<file path="src/rtl/fwd_unit.sv">
// Operand forwarding and load-use hazard detection for a 5-stage pipeline.
// Owns the EX/MEM and MEM/WB registers and drives the register-file write port.
module fwd_unit #(
    parameter int DATA_W = 8,
    parameter int REG_W  = 5
) (
    input  logic              clk,
    input  logic              rst,
    input  logic              ex_valid,
    input  logic [REG_W-1:0]  ex_rs1,
    input  logic [REG_W-1:0]  ex_rs2,
    input  logic [REG_W-1:0]  ex_rd,
    input  logic              ex_reg_write,
    input  logic              ex_mem_read,
    input  logic [DATA_W-1:0] ex_result,
    input  logic [DATA_W-1:0] mem_rdata,
    output logic [1:0]        cntrl_sign1,
    output logic [1:0]        cntrl_sign2,
    output logic [DATA_W-1:0] fwd_val1,
    output logic [DATA_W-1:0] fwd_val2,
    output logic              stall,
    output logic [DATA_W-1:0] mem_addr,
    output logic              mem_rd_en,
    output logic [REG_W-1:0]  wb_rd,
    output logic              wb_reg_write,
    output logic [DATA_W-1:0] wb_data,
    output logic [15:0]       stall_count
);

    localparam logic [1:0] SEL_RF  = 2'b00;
    localparam logic [1:0] SEL_EXM = 2'b10;
    localparam logic [1:0] SEL_MWB = 2'b11;

    // EX/MEM pipeline register
    logic              r_exm_valid;
    logic [REG_W-1:0]  r_exm_rd;
    logic              r_exm_reg_write;
    logic              r_exm_mem_read;
    logic [DATA_W-1:0] r_exm_result;

    // MEM/WB pipeline register
    logic              r_mwb_valid;
    logic [REG_W-1:0]  r_mwb_rd;
    logic              r_mwb_reg_write;
    logic [DATA_W-1:0] r_mwb_data;

    logic [15:0]       r_stall_count;

    logic [2*REG_W-1:0]  w_rs_all;
    logic [1:0]          w_exm_hit;
    logic [1:0]          w_mwb_hit;
    logic [1:0]          w_load_hit;
    logic [3:0]          w_sel;
    logic [2*DATA_W-1:0] w_val;
    logic                w_stall;

    assign w_rs_all = {ex_rs2, ex_rs1};

    // A load in EX/MEM cannot be forwarded yet; hold the consumer for one cycle.
    assign w_stall = ex_valid & (|w_load_hit);

    genvar gi;
    generate
        for (gi = 0; gi < 2; gi++) begin : g_opnd
            logic [REG_W-1:0] w_rs;

            assign w_rs = w_rs_all[gi*REG_W +: REG_W];

            assign w_exm_hit[gi]  = r_exm_valid & r_exm_reg_write &
                                    (r_exm_rd == w_rs) & (r_exm_rd != '0);
            assign w_mwb_hit[gi]  = r_mwb_valid & r_mwb_reg_write &
                                    (r_mwb_rd == w_rs) & (r_mwb_rd != '0);
            assign w_load_hit[gi] = w_exm_hit[gi] & r_exm_mem_read;

            // While stalled the hazardous operand must not pick up an older MEM/WB copy.
            assign w_sel[gi*2 +: 2] =
                (w_exm_hit[gi] && !r_exm_mem_read) ? SEL_EXM :
                (w_load_hit[gi] && w_stall)        ? SEL_RF  :
                w_mwb_hit[gi]                      ? SEL_MWB :
                                                     SEL_RF;

            assign w_val[gi*DATA_W +: DATA_W] =
                (w_sel[gi*2 +: 2] == SEL_EXM) ? r_exm_result :
                (w_sel[gi*2 +: 2] == SEL_MWB) ? r_mwb_data   :
                                                '0;
        end
    endgenerate

    always_ff @(posedge clk or posedge rst) begin
        if (rst) begin
            r_exm_valid     <= 1'b0;
            r_exm_rd        <= '0;
            r_exm_reg_write <= 1'b0;
            r_exm_mem_read  <= 1'b0;
            r_exm_result    <= '0;
            r_mwb_valid     <= 1'b0;
            r_mwb_rd        <= '0;
            r_mwb_reg_write <= 1'b0;
            r_mwb_data      <= '0;
            r_stall_count   <= '0;
        end else begin
            if (w_stall) begin
                r_exm_valid     <= 1'b0;
                r_exm_rd        <= '0;
                r_exm_reg_write <= 1'b0;
                r_exm_mem_read  <= 1'b0;
                r_exm_result    <= '0;
            end else begin
                r_exm_valid     <= ex_valid;
                r_exm_rd        <= ex_rd;
                r_exm_reg_write <= ex_reg_write;
                r_exm_mem_read  <= ex_mem_read;
                r_exm_result    <= ex_result;
            end

            r_mwb_valid     <= r_exm_valid;
            r_mwb_rd        <= r_exm_rd;
            r_mwb_reg_write <= r_exm_reg_write;
            r_mwb_data      <= r_exm_mem_read ? mem_rdata : r_exm_result;

            if (w_stall && (r_stall_count != 16'hFFFF)) begin
                r_stall_count <= r_stall_count + 16'd1;
            end
        end
    end

    assign cntrl_sign1  = w_sel[1:0];
    assign cntrl_sign2  = w_sel[3:2];
    assign fwd_val1     = w_val[DATA_W-1:0];
    assign fwd_val2     = w_val[2*DATA_W-1:DATA_W];
    assign stall        = w_stall;
    assign mem_addr     = r_exm_result;
    assign mem_rd_en    = r_exm_valid & r_exm_mem_read;
    assign wb_rd        = r_mwb_rd;
    assign wb_reg_write = r_mwb_valid & r_mwb_reg_write;
    assign wb_data      = r_mwb_data;
    assign stall_count  = r_stall_count;

endmodule

</file>
<file path="config.mk">
export PLATFORM = sky130hd
export DESIGN_NAME = fwd_unit
export DESIGN_NICKNAME = d
export VERILOG_FILES = /design/src/rtl/fwd_unit.sv
export SDC_FILE = /design/constraint.sdc
export NUM_CORES = 1
export LEC_CHECK = 0
export CAP_MARGIN = 15
export CORE_ASPECT_RATIO = 1.2
export CORE_UTILIZATION = 44
export CTS_BUF_LIST = sky130_fd_sc_hd__clkbuf_4 sky130_fd_sc_hd__clkbuf_8
export CTS_CLUSTER_DIAMETER = 50
export CTS_CLUSTER_SIZE = 24
export DETAILED_ROUTE_END_ITERATION = 6
export PLACE_DENSITY_LB_ADDON = 0.2
export SETUP_SLACK_MARGIN = 0.02
export SKIP_LAST_GASP = 1
export SYNTH_ARGS = -nofsm -noshare
export SYNTH_HDL_FRONTEND = slang
export SYNTH_SLANG_ARGS = --single-unit
</file>
<file path="constraint.sdc">
create_clock -name clk -period 2.9 [get_ports clk]
set_input_delay 0.58 -clock clk [delete_from_list [all_inputs] [get_ports clk]]
set_output_delay 0.58 -clock clk [all_outputs]
set_load 0.1 [all_outputs]
</file>
# Word level (Yosys, flattened, before mapping)

Cells that the tools add are included.

Bits in registers: 47
Logic and storage cells: 59

Add/sub/neg operators: 1
Equal/unequal tests: 9
Mux-type cells: 16
Bitwise gates (word level): 14
Reductions and logical operators: 9

Operators with widths:

| operator                | count |
|---|---|
| $mux W8                 | 6 |
| $eq A5 B5 Y1            | 4 |
| $add A16 B1 Y16 const B | 1 |
| $ne A16 B16 Y1 const B  | 1 |
| $and A1 B1 Y1           | 14 |
| $mux W2                 | 6 |
| $reduce_bool A5 Y1      | 2 |
| $eq A2 B2 Y1 const B    | 4 |
| $logic_and A1 B1 Y1     | 5 |
| $mux W5                 | 1 |
| $mux W1                 | 3 |
| $reduce_or A2 Y1        | 1 |
| $logic_not A1 Y1        | 1 |

# Logic depth before layout (Yosys ltp)

Depth in word-level cells: 12
Gate-level depth with buffers: 7

# Worst setup path before layout

Ideal clock, no wire load.

Path kind: register to output
Start: register r_mwb_valid
End: output fwd_val1[0]
Arrival time: 3.310 ns
Data required time: 2.320 ns
Slack: -0.990 ns
Stages on the path, launching flop included: 6
Buffers on the path: 1
Cell sequence: dfrtp_1 and2_1 o21ai_0 a211o_1 clkbuf_1 o22ai_1

Longest elaborated chain between the ends: 9

RTL lines:

| element                | RTL line | RTL |
|---|---|---|
| start, declared        | 42       | `logic r_mwb_valid;` |
| start signal, assigned | 116      | `r_mwb_valid <= r_exm_valid;` |
| $and A1 B1 Y1 (*)      | n/a      |  |
| net wb_reg_write       | 25       | `output logic wb_reg_write,` |
| $and A1 B1 Y1 (*)      | 71       | `assign w_mwb_hit[gi] = r_mwb_valid & r_mwb_reg_write &` |
| $and A1 B1 Y1 (*)      | 72       | `(r_mwb_rd == w_rs) & (r_mwb_rd != '0);` |
| $mux W2 (*)            | 79       | `w_mwb_hit[gi] ? SEL_MWB :` |
| $mux W2 (*)            | 78       | `(w_load_hit[gi] && w_stall) ? SEL_RF :` |
| $mux W2 (*)            | 77       | `(w_exm_hit[gi] && !r_exm_mem_read) ? SEL_EXM :` |
| $eq A2 B2 Y1           | 84       | `(w_sel[gi*2 +: 2] == SEL_MWB) ? r_mwb_data :` |
| $mux W8                | 84       |  |
| $mux W8 (*)            | 83       | `(w_sel[gi*2 +: 2] == SEL_EXM) ? r_exm_result :` |
| end, declared          | 19       | `output logic [DATA_W-1:0] fwd_val1,` |

The timed path passes the listed nets; every way through them passes the cells marked *.

# Worst setup path after layout

Start: input ex_rs2[0]
End: output fwd_val2[3]

Longest elaborated chain between the ends: 12

RTL lines:

| element             | RTL line | RTL |
|---|---|---|
| start, declared     | 11       | `input logic [REG_W-1:0] ex_rs2,` |
| $eq A5 B5 Y1        | 70       | `(r_exm_rd == w_rs) & (r_exm_rd != '0);` |
| $and A1 B1 Y1       | 69       | `assign w_exm_hit[gi] = r_exm_valid & r_exm_reg_write &` |
| $and A1 B1 Y1       | 70       |  |
| $and A1 B1 Y1       | 73       | `assign w_load_hit[gi] = w_exm_hit[gi] & r_exm_mem_read;` |
| $reduce_or A2 Y1    | 60       | `assign w_stall = ex_valid & (\|w_load_hit);` |
| $and A1 B1 Y1       | 60       |  |
| $logic_and A1 B1 Y1 | 78       |  |
| $mux W2             | 78       |  |
| $mux W2 (*)         | 77       |  |
| $eq A2 B2 Y1        | 84       |  |
| $mux W8             | 84       |  |
| $mux W8 (*)         | 83       |  |
| end, declared       | 20       | `output logic [DATA_W-1:0] fwd_val2,` |

Mark *: on every way between the ends. The rest lies on a longest branch, timed or not.

==> results.py <==
metrics = {
    "timing": {
        "post-route-min-period_ns": 3.07,
        "tightest_slew_ns": 0.594,
        "rsz0062_at_grt": "yes",
        "slew_headroom_pct": 60.4,
        "fin_ws_ns": -0.174,
        "setup_viol": 15,
        "finalCritPeriodShare_pct": 106,
        "holdWs_ns": 0.429,
        "final_hold_viol_count": 0,
        "maxSlewViolCount": 0,
        "finalSetupTns_ns": -1.54,
        "fmax_mhz": 325,
        "skew_ns": 0.0100,
    },
    "die": {
        "ios": 96,
        "core_um2": 5330,
        "die_w_um": 70.3,
        "start_util_pct": 46.2,
        "rows": 29,
        "die_area_um2": 5900,
        "die_h_um": 84.0,
    },
    "global_routing": {
        "grt_overflow_total": 0,
        "grt_max_degree": 30,
        "grt_pass1_wl_um": 11400,
        "antenna_found_initial": 0,
        "grtUsageTotal_pct": 24.7,
        "grt_pass1_vias": 2372,
    },
    "route": {
        "ant_nets": 0,
        "vias": 2280,
        "finalWirelength_um": 6920,
        "post_drt_wl_per_cell_um": 16.4,
        "first_iter_violations": 85,
        "first_pass_iters": 4,
        "vias_per_cell": 5.40,
        "drcViolationCount": 0,
    },
    "synthesis": {
        "ys_seq_area_share_pct": 47.8,
        "synth-edff-count": 0,
        "synth_ff_type": "dfrtp_1",
        "synth_cells": 246,
        "yosysUniqueCellTypes": 38,
        "yosysTopAreaCellShare_pct": 47.8,
        "postSynthNetCount": 283,
        "netlist_area_um2": 2460,
        "async_reset_ff_share_pct": 100,
        "ys_top_cells_by_area": "dfrtp_1 48%, xnor2_1 8.2%, nand2_1 5.3%",
        "yosysTopAreaCell": "dfrtp_1",
        "syn_avg_cell_area_um2": 10.0,
        "ys_seq_elements": 47,
        "ys_warn_count": 0,
    },
    "worst_setup_path": {
        "crit_chain": "clkdlybuf4s50_1 -> xor2_1 -> nor3_1 -> and3_1 -> a2111o_1 -> buf_12 -> o22ai_4 -> buf_12",
        "crit_path_frequent_cell": "buf_12",
        "cp_slowest_cell": "clkdlybuf4s50_1",
        "cp_num_buf_inv": 3,
        "crit_path_max_fanout": 10,
        "start_kind": "primary input",
        "end_kind": "output port",
        "critPathRequiredTime_ns": 2.32,
        "slowest_delay_ns": 0.51,
        "worstPathArrival_ns": 2.49,
        "path_class": "in2out",
        "crit_family": "buffers and inverters",
    },
    "cts": {
        "h-tree-depth": 2,
        "ctsLongestPathBuffers": 2,
        "clkLatencyLatePin_ns": 0.30,
        "cts_buffers": 5,
        "root_buffer": "clkbuf_8",
        "clk_pin_slew_ns": 0.09,
        "cts_tree": "done",
        "clock_sinks": 47,
    },
    "placement": {
        "dp_hpwl_um": 5440,
        "port_buffers": 95,
        "dp_slack_ns": -0.244,
        "gp_congestion": 0.805,
    },
    "outcome": {
        "violations": "setup timing",
        "outcome": "finished with violations",
    },
    "finish": {
        "num-fill-cells": 362,
        "layout_common_cells": "57 x buf_4, 42 x dfrtp_1, 32 x nand2_1, 32 x clkdlybuf4s50_1, 25 x buf_12",
        "antenna_cells": 0,
        "layout_commonest_cell": "buf_4",
        "fin_nets": 396,
        "synthToLayoutAreaGrowth_pct": 65.9,
        "drive_gt1_share_pct": 35.0,
    },
    "power": {
        "power_density_nw_per_um2": 383,
        "p_leak_nw": 1.79,
        "peakVddDrop_v": 0.000404,
        "fin_total_pwr_w": 0.00156,
    },
    "run": {
        "max-cap-violations": 0,
    },
    "min_path": {
        "min_path_type": "reg2reg",
    },
}
per-stage QoR:
| step | std cells | instance area (µm²) | util [%] |
|---|---|---|---|
| after detailed placement | 409 | 3930 | 73.7 |
| after global routing | 422 | 4090 | 76.6 |
| after floorplan | 246 | 2700 | - |
| final | 422 | 4090 | 76.6 |
| after global placement | 409 | 3930 | 73.7 |
| after CTS | 422 | 4090 | 76.6 |
timing repair:
item | 4_1_cts | 5_1_grt
gates cloned | 1 | 0
resized for setup | 6 | 0
pin swaps | 6 | 0
setup endpoints to repair | 21 | 21
hold buffers | 0 | 0
buffers inserted | 4 | 0
cells in the mapped netlist (all sizes together) (3+ instances only):
| cell type | count |
|---|---|
| dfrtp | 47 |
| o2111ai | 4 |
| buf | 8 |
| xnor2 | 23 |
| o22ai | 16 |
| nand2 | 35 |
| a21oi | 4 |
| and2 | 16 |
| mux2 | 3 |
| o21ai | 16 |
| xor2 | 9 |
| nand4 | 3 |
| inv | 15 |
| and3 | 10 |
| clkbuf | 4 |
| nand3 | 5 |
| o211ai | 7 |
| nor3 | 5 |
worst register-to-register path, cell delays in order, from the launching register on:
cell     delay (ns)
dfrtp_1        0.40
buf_4          0.15
xor2_1         0.21
nor3_2         0.08
and3_1         0.20
buf_4          0.16
buf_4          0.18
o21ai_0        0.41
mux2_2         0.39
final timing paths:
kind	startpoint	to	slack, ns	cells past startpoint
max	ex_rs2[0]	fwd_val2[3]	-0.17	8
min	r_exm_valid	r_mwb_valid	0.43	0
max in group asynchronous	rst	stall_count[3]	1.66	3
min in group asynchronous	rst	mem_addr[0]	0.66	2
max reg2reg	r_exm_rd[2]	stall_count[1]	0.61	8
min reg2reg	r_exm_valid	r_mwb_valid	0.43	0
state kept, by name, indices dropped and copies added, names as in the netlist:
name             count
r_exm_rd             5
r_mwb_reg_write      1
r_mwb_valid          1
r_exm_mem_read       1
stall_count         16
wb_rd                5
mem_addr             8
r_exm_valid          1
wb_data              8
r_exm_reg_write      1
logic make-up after synthesis:
family                     after synthesis  synth area share [%]
adders and majority gates                1                 0.508
AOI/OAI and AO/OA                       53                  16.1
DFF                                     47                  47.8
muxes                                    4                  1.78
xor gates and xnor gates                32                  11.4
buffers and inverters                   27                  5.13
and+or+nand+nor                         82                  17.3
metal layers:
layer / GRT usage, % / vias up / wire length, µm
li1: - / 1085 / -
met1: 28.0 / 1113 / 2690
met2: 45.3 / 66 / 3790
met3: 3.02 / 16 / 250
met4: 11.5 / 0 / 186
met5: 0 / - / 0
power breakdown:
part	leakage, nW	internal, W	switching [W]
clock network	0.0402	0.000168	0.000224
logic	1.17	0.000142	0.000316
registers	0.577	0.000686	0.0000291
total	1.79	0.000996	0.000569
cell type report:
type | instances | area (µm²) | area share [%]
clock buffers | 5 | 68.8 | 1.68
clock inverters | 3 | 20.0 | 0.490
inverters | 15 | 56.3 | 1.38
multi-input cells | 172 | 1380 | 33.7
flip-flops and latches | 47 | 1180 | 28.9
well taps | 62 | 77.6 | 1.90
repair buffers | 118 | 1300 | 31.9
(Power assumes the default switching activity.)
